===== src/rtl/segre_icache.sv =====
// Direct-mapped instruction cache with a blocking line-refill engine.
// Lookup is combinational; misses fetch a whole line in ascending word order.
module segre_icache #(
    parameter int ADDR_WIDTH = 32,
    parameter int WORD_WIDTH = 32,
    parameter int LINE_WORDS = 4,
    parameter int NUM_LINES  = 16
) (
    input  logic                  clk_i,
    input  logic                  rst_i,
    input  logic                  req_i,
    input  logic [ADDR_WIDTH-1:0] pc_i,
    input  logic                  flush_i,
    output logic                  ic_hit_o,
    output logic [WORD_WIDTH-1:0] instr_o,
    output logic                  mem_rd_o,
    output logic [ADDR_WIDTH-1:0] mem_addr_o,
    input  logic                  mem_gnt_i,
    input  logic                  mem_rvalid_i,
    input  logic [WORD_WIDTH-1:0] mem_rdata_i
);

    localparam int OFF   = $clog2(LINE_WORDS);
    localparam int IDX   = $clog2(NUM_LINES);
    localparam int TAG_W = ADDR_WIDTH - OFF - IDX - 2;

    localparam logic [1:0] S_IDLE = 2'd0;
    localparam logic [1:0] S_REQ  = 2'd1;
    localparam logic [1:0] S_FILL = 2'd2;

    localparam logic [OFF-1:0] LAST_BEAT = OFF'(LINE_WORDS - 1);

    logic [WORD_WIDTH-1:0] data_q [NUM_LINES][LINE_WORDS];
    logic [TAG_W-1:0]      tag_q  [NUM_LINES];

    logic [NUM_LINES-1:0]  valid_q, valid_d;
    logic [1:0]            state_q, state_d;
    logic [OFF-1:0]        beat_cnt_q, beat_cnt_d;
    logic [ADDR_WIDTH-1:0] miss_addr_q, miss_addr_d;
    logic                  flush_pend_q, flush_pend_d;

    logic                  data_we;
    logic                  tag_we;
    logic                  set_valid;

    logic [OFF-1:0]        pc_off;
    logic [IDX-1:0]        pc_idx;
    logic [TAG_W-1:0]      pc_tag;
    logic [IDX-1:0]        miss_idx;
    logic [TAG_W-1:0]      miss_tag;
    logic                  hit;
    logic                  unused_bits;

    assign pc_off   = pc_i[OFF+1:2];
    assign pc_idx   = pc_i[OFF+IDX+1:OFF+2];
    assign pc_tag   = pc_i[ADDR_WIDTH-1:OFF+IDX+2];
    assign miss_idx = miss_addr_q[OFF+IDX+1:OFF+2];
    assign miss_tag = miss_addr_q[ADDR_WIDTH-1:OFF+IDX+2];

    assign unused_bits = ^{pc_i[1:0], miss_addr_q[OFF+1:0]};

    assign hit        = valid_q[pc_idx] && (tag_q[pc_idx] == pc_tag);
    assign instr_o    = data_q[pc_idx][pc_off];
    assign ic_hit_o   = !req_i || ((state_q == S_IDLE) && hit);
    assign mem_rd_o   = (state_q == S_REQ);
    assign mem_addr_o = miss_addr_q;

    always_comb begin
        state_d      = state_q;
        beat_cnt_d   = beat_cnt_q;
        miss_addr_d  = miss_addr_q;
        flush_pend_d = flush_pend_q;
        data_we      = 1'b0;
        tag_we       = 1'b0;
        set_valid    = 1'b0;

        case (state_q)
            S_IDLE: begin
                if (req_i && !hit && !flush_i) begin
                    miss_addr_d = {pc_i[ADDR_WIDTH-1:OFF+2], {(OFF+2){1'b0}}};
                    state_d     = S_REQ;
                end
            end
            S_REQ: begin
                if (mem_gnt_i) begin
                    beat_cnt_d = '0;
                    state_d    = S_FILL;
                end
            end
            S_FILL: begin
                if (flush_i) begin
                    flush_pend_d = 1'b1;
                end
                if (mem_rvalid_i) begin
                    data_we    = 1'b1;
                    beat_cnt_d = beat_cnt_q + 1'b1;
                    if (beat_cnt_q == LAST_BEAT) begin
                        // A flush seen at any point of the fill leaves the new line invalid.
                        tag_we       = 1'b1;
                        set_valid    = !flush_pend_q && !flush_i;
                        flush_pend_d = 1'b0;
                        state_d      = S_IDLE;
                    end
                end
            end
            default: state_d = S_IDLE;
        endcase
    end

    always_comb begin
        valid_d = valid_q;
        if (set_valid) begin
            valid_d[miss_idx] = 1'b1;
        end
        if (flush_i) begin
            valid_d = '0;
        end
    end

    always_ff @(posedge clk_i) begin
        if (rst_i) begin
            state_q      <= S_IDLE;
            valid_q      <= '0;
            beat_cnt_q   <= '0;
            miss_addr_q  <= '0;
            flush_pend_q <= 1'b0;
        end else begin
            state_q      <= state_d;
            valid_q      <= valid_d;
            beat_cnt_q   <= beat_cnt_d;
            miss_addr_q  <= miss_addr_d;
            flush_pend_q <= flush_pend_d;
        end
    end

    // Storage arrays carry no reset; the valid bits alone qualify their contents.
    always_ff @(posedge clk_i) begin
        if (data_we && !rst_i) begin
            data_q[miss_idx][beat_cnt_q] <= mem_rdata_i;
        end
        if (tag_we && !rst_i) begin
            tag_q[miss_idx] <= miss_tag;
        end
    end

endmodule

===== config.mk =====
export PLATFORM = sky130hd
export DESIGN_NAME = segre_icache
export DESIGN_NICKNAME = d
export VERILOG_FILES = /design/src/rtl/segre_icache.sv
export SDC_FILE = /design/constraint.sdc
export NUM_CORES = 2
export LEC_CHECK = 0
export ABC_AREA = 1
export CORE_MARGIN = 3
export CORE_UTILIZATION = 48
export CTS_CLUSTER_DIAMETER = 150
export CTS_CLUSTER_SIZE = 25
export DETAILED_ROUTE_END_ITERATION = 8
export SYNTH_ARGS = -nofsm -noshare
export SYNTH_HDL_FRONTEND = slang
export SYNTH_SLANG_ARGS = --single-unit

===== constraint.sdc =====
create_clock -name clk_i -period 9.95 [get_ports clk_i]
set_input_delay 1.99 -clock clk_i [delete_from_list [all_inputs] [get_ports clk_i]]
set_output_delay 1.99 -clock clk_i [all_outputs]
set_load 0.02 [all_outputs]

==> implementation parameters <==
Parameter                              Value

Pwr
  Power density normalized to cell area ... 171 nW/um^2
  Lkg Pwr ... 33.5 nW
  Worst IR drop on VDD ... 0.000146 V

Synthesis
  Combined area of all synthesized cells ... 98300 sq um
  Number of synthesized flops with an enable pin ... 2432
  Synth warn ... 0
  Share of flip-flops with an asynchronous set or reset after synthesis ... 0
  Ranking of synthesized cells by instance count ... edfxtp_1, nor2_1, o21ai_0, o22ai_1, nand2_1
  Adder-cell area share of the yosys netlist ... 0.000509
  Avg Synthesized Cell Area ... 12.7 sq um
  Most instantiated library cell after synthesis ... edfxtp_1
  Simple-gate portion of the synthesized area ... 0.101
  Area fraction in compound gates after synthesis ... 0.114
  Leading post-synthesis cells by cell area ... edfxtp_1, o21ai_0, nor2_1
  Seq cells post-synth ... 2481
  Synth Instances ... 7752
  Area share of xor/xnor cells in the synthesized design ... 0
  Primary FF master, synth ... edfxtp_1
  Sequential share of the synthesized area ... 0.753
  Count of different cell masters after synthesis ... 33
  Dominant combinational cell family by area after synthesis ... compound AO/OA/AOI/OAI gates
  Post-synthesis cell type with the largest combined area ... edfxtp_1
  Area fraction of the dominant cell type after synthesis ... 0.743
  Proportion of synthesized area in mux cells ... 0

STA
  Minimum clock period ... 8.38 ns
  Final hold violation count ... 0
  Worst relative slew slack ... 0.153
  Final setup violation count ... 0
  Achievable clock frequency ... 0.119 GHz
  Period Utilization, post-route ... 0.842
  Accumulated negative setup slack ... 0 ns
  Count of pins over their slew limit ... 0
  Transition time at the pin with the least slew margin ... 1.26 ns
  Clock Skew ... 0.0600 ns
  Setup repair after global routing missed its margin ... false

Clocking
  CTS Sinks ... 2481
  Quantity of gates resized following cts ... 0
  Number of clock buffers inserted by TritonCTS ... 109
  Clock Latency Late Sink ... 0.81 ns
  CTS tree ... done
  Maximum buffer depth of the clock tree ... 3
  Setup Buffers After CTS ... 0
  Clock Pin Slew Worst Setup and Hold Paths ... 0.10 ns
  Clk root buf ... clkbuf_16
  Number of H-tree levels ... 3
  Number of hold-repair buffers added at the cts stage ... 0

Setup path
  CP required ... 7.96 ns
  Cells along the critical path ... buf_8, clkinv_16, buf_12, o21ai_0, o22ai_1, o21ai_0, o32ai_1, buf_4, o21ai_0, o22ai_1, clkdlybuf4s50_1
  WS Path Type ... in -> out
  Cell with the largest stage delay on the worst path ... o21ai_0
  Kind of cell adding the most delay to the critical path ... buffers and inverters
  Endpoint kind of the worst setup timing path ... primary output
  Worst Path Arrival ... 6.39 ns
  Crit path buffers/inverters ... 5
  Startpoint of the worst-slack reg-to-reg timing path ... state_q[1]
  Critical path's most frequent cell ... o21ai_0
  Crit Path Max Fanout ... 170
  Nature of the critical path startpoint ... input pin
  Delay of the slowest cell on the worst path ... 0.68 ns
  Worst setup path startpoint ... pc_i[4]

Die
  Total number of placement rows ... 165
  Die outline height ... 459 microns
  Top-Level Pins ... 136
  Die W ... 459 microns
  Starting Density ... 0.484
  Total Die Area ... 210000 sq um
  Std-Cell Core Area ... 203000 sq um

Routing
  Residual DRC count ... 0
  Antenna-violating nets left ... 0
  Routed via count divided by cell count ... 6.09
  Final WL ... 283000 microns
  1st-iter DRT viols ... 7977
  TritonRoute pass-1 iters ... 8
  Total number of vias ... 63100
  Per-cell routed wire length ... 27.4 microns

Outcome
  Outcome ... complete, no violations

Final layout
  Post-route cell area ... 106000 sq um
  Share of final-layout standard cells stronger than drive strength 1 ... 0.0587
  Number of fill cells ... 17100
  Area growth from synthesis to final layout ... 7.54%
  Area of all sequential standard cells ... 74000 sq um
  Number of nets in the layout ... 7710
  Area occupied by multi-input gates ... 21900 sq um

Job
  Maximum capacitance violations ... 0

Global route
  Global route total overflow ... 0
  Largest net degree at the start of global routing ... 193
  Number of global-route vias before repair ... 58200
  Global-route wire length before repair ... 406000 microns
  Total global routing track utilization ... 0.263
  Antenna violations before repair ... 19

Placed design
  GP Congestion ... 0.919
  Total cell area at the placement stage ... 103000 sq um
  Quantity of I/O buffers inserted on ports ... 129
  HPWL reported at the end of detailed placement ... 142000 microns

Hold path
  Hold_sp ... valid_q[12]
  Class of the tightest hold or removal check ... reg -> reg
## registers in the layout, indices dropped and copies added, names as in the netlist
name / cells
data_q: 2048
tag_q: 384
mem_addr_o: 28
valid_q: 16
beat_cnt_q: 2
state_q: 2
flush_pend_q: 1
## where the power goes
| part | switching [mW] | internal [mW] | total (mW) |
|---|---|---|---|
| Sequential | 0.0393 | 11.5 | 11.5 |
| Combinational | 1.02 | 0.356 | 1.38 |
| Clock | 3.14 | 2.08 | 5.22 |
## layout by cell type (no fill, tap or decap), types with 3 or more instances in the layout
cell type,n
clkinv_16,4
o211ai_1,12
buf_4,169
clkdlybuf4s50_1,91
nor2_1,1506
inv_1,140
edfxtp_1,2432
inv_6,3
nor2_4,81
nand3_2,10
buf_2,34
a21oi_1,34
o221ai_1,11
ha_1,4
nand3_1,301
buf_8,4
diode_2,4
clkbuf_16,112
conb_1,4
nand2_1,617
buf_12,22
o22ai_1,620
o21ai_0,1275
o32ai_1,37
o21ai_1,51
clkbuf_1,35
dfxtp_1,49
## routing by layer
layer,vias up,global-route usage,part of all wire
li1,28000,-,-
met1,31800,0.385,0.42
met2,2836,0.406,0.45
met3,397,0.0367,0.090
met4,6,0.0925,0.037
met5,-,0,0.00012
## cells by family (layout without fill, tap and decap cells)
group,count (synthesis),in the layout
AO/OA/AOI/OAI,2047,2047
adder cells (fa/ha/maj),4,4
buffers and inverters,696,619
flip-flops,2481,2481
other,1,8
AND/OR/NAND/NOR,2523,2523
## cell type report
class	instances	area share
Sequential cell	2481	0.700
Multi-Input combinational cell	4578	0.207
Tap cell	2672	0.0316
Clock buffer	147	0.0277
Timing Repair Buffer	320	0.0270
Inverter	146	0.00570
Clock inverter	6	0.00117
Antenna cell	4	0.0000947
## tightest hold or removal path: cells and delay by family (launching register included)
family	cells	cell delay (ns)
AOI/OAI and AO/OA	1	0.06
buffers and inverters	1	0.06
DFF	1	0.31
## worst paths after layout
check                      end  slack, ns  depth (start not counted)
setup / recovery   instr_o[11]       1.57                         11
hold / removal     valid_q[12]       0.46                          2
hold reg to reg    valid_q[12]       0.46                          2
setup reg to reg  tag_q[9][12]       6.42                          8
## through the flow
step	worst slack (ns)	power (mW)	instances	util	hold slack (ns)
floorplan	3.94	12.5	7755	-	0.430
global placement	1.75	13.1	10200	0.506	0.440
detailed placement	1.71	13.1	10200	0.506	0.446
CTS	1.71	18.2	10400	0.521	0.460
global route	1.43	18.6	10400	0.521	0.498
finish	1.57	18.1	10400	0.521	0.463
(Power assumes the default switching activity.)
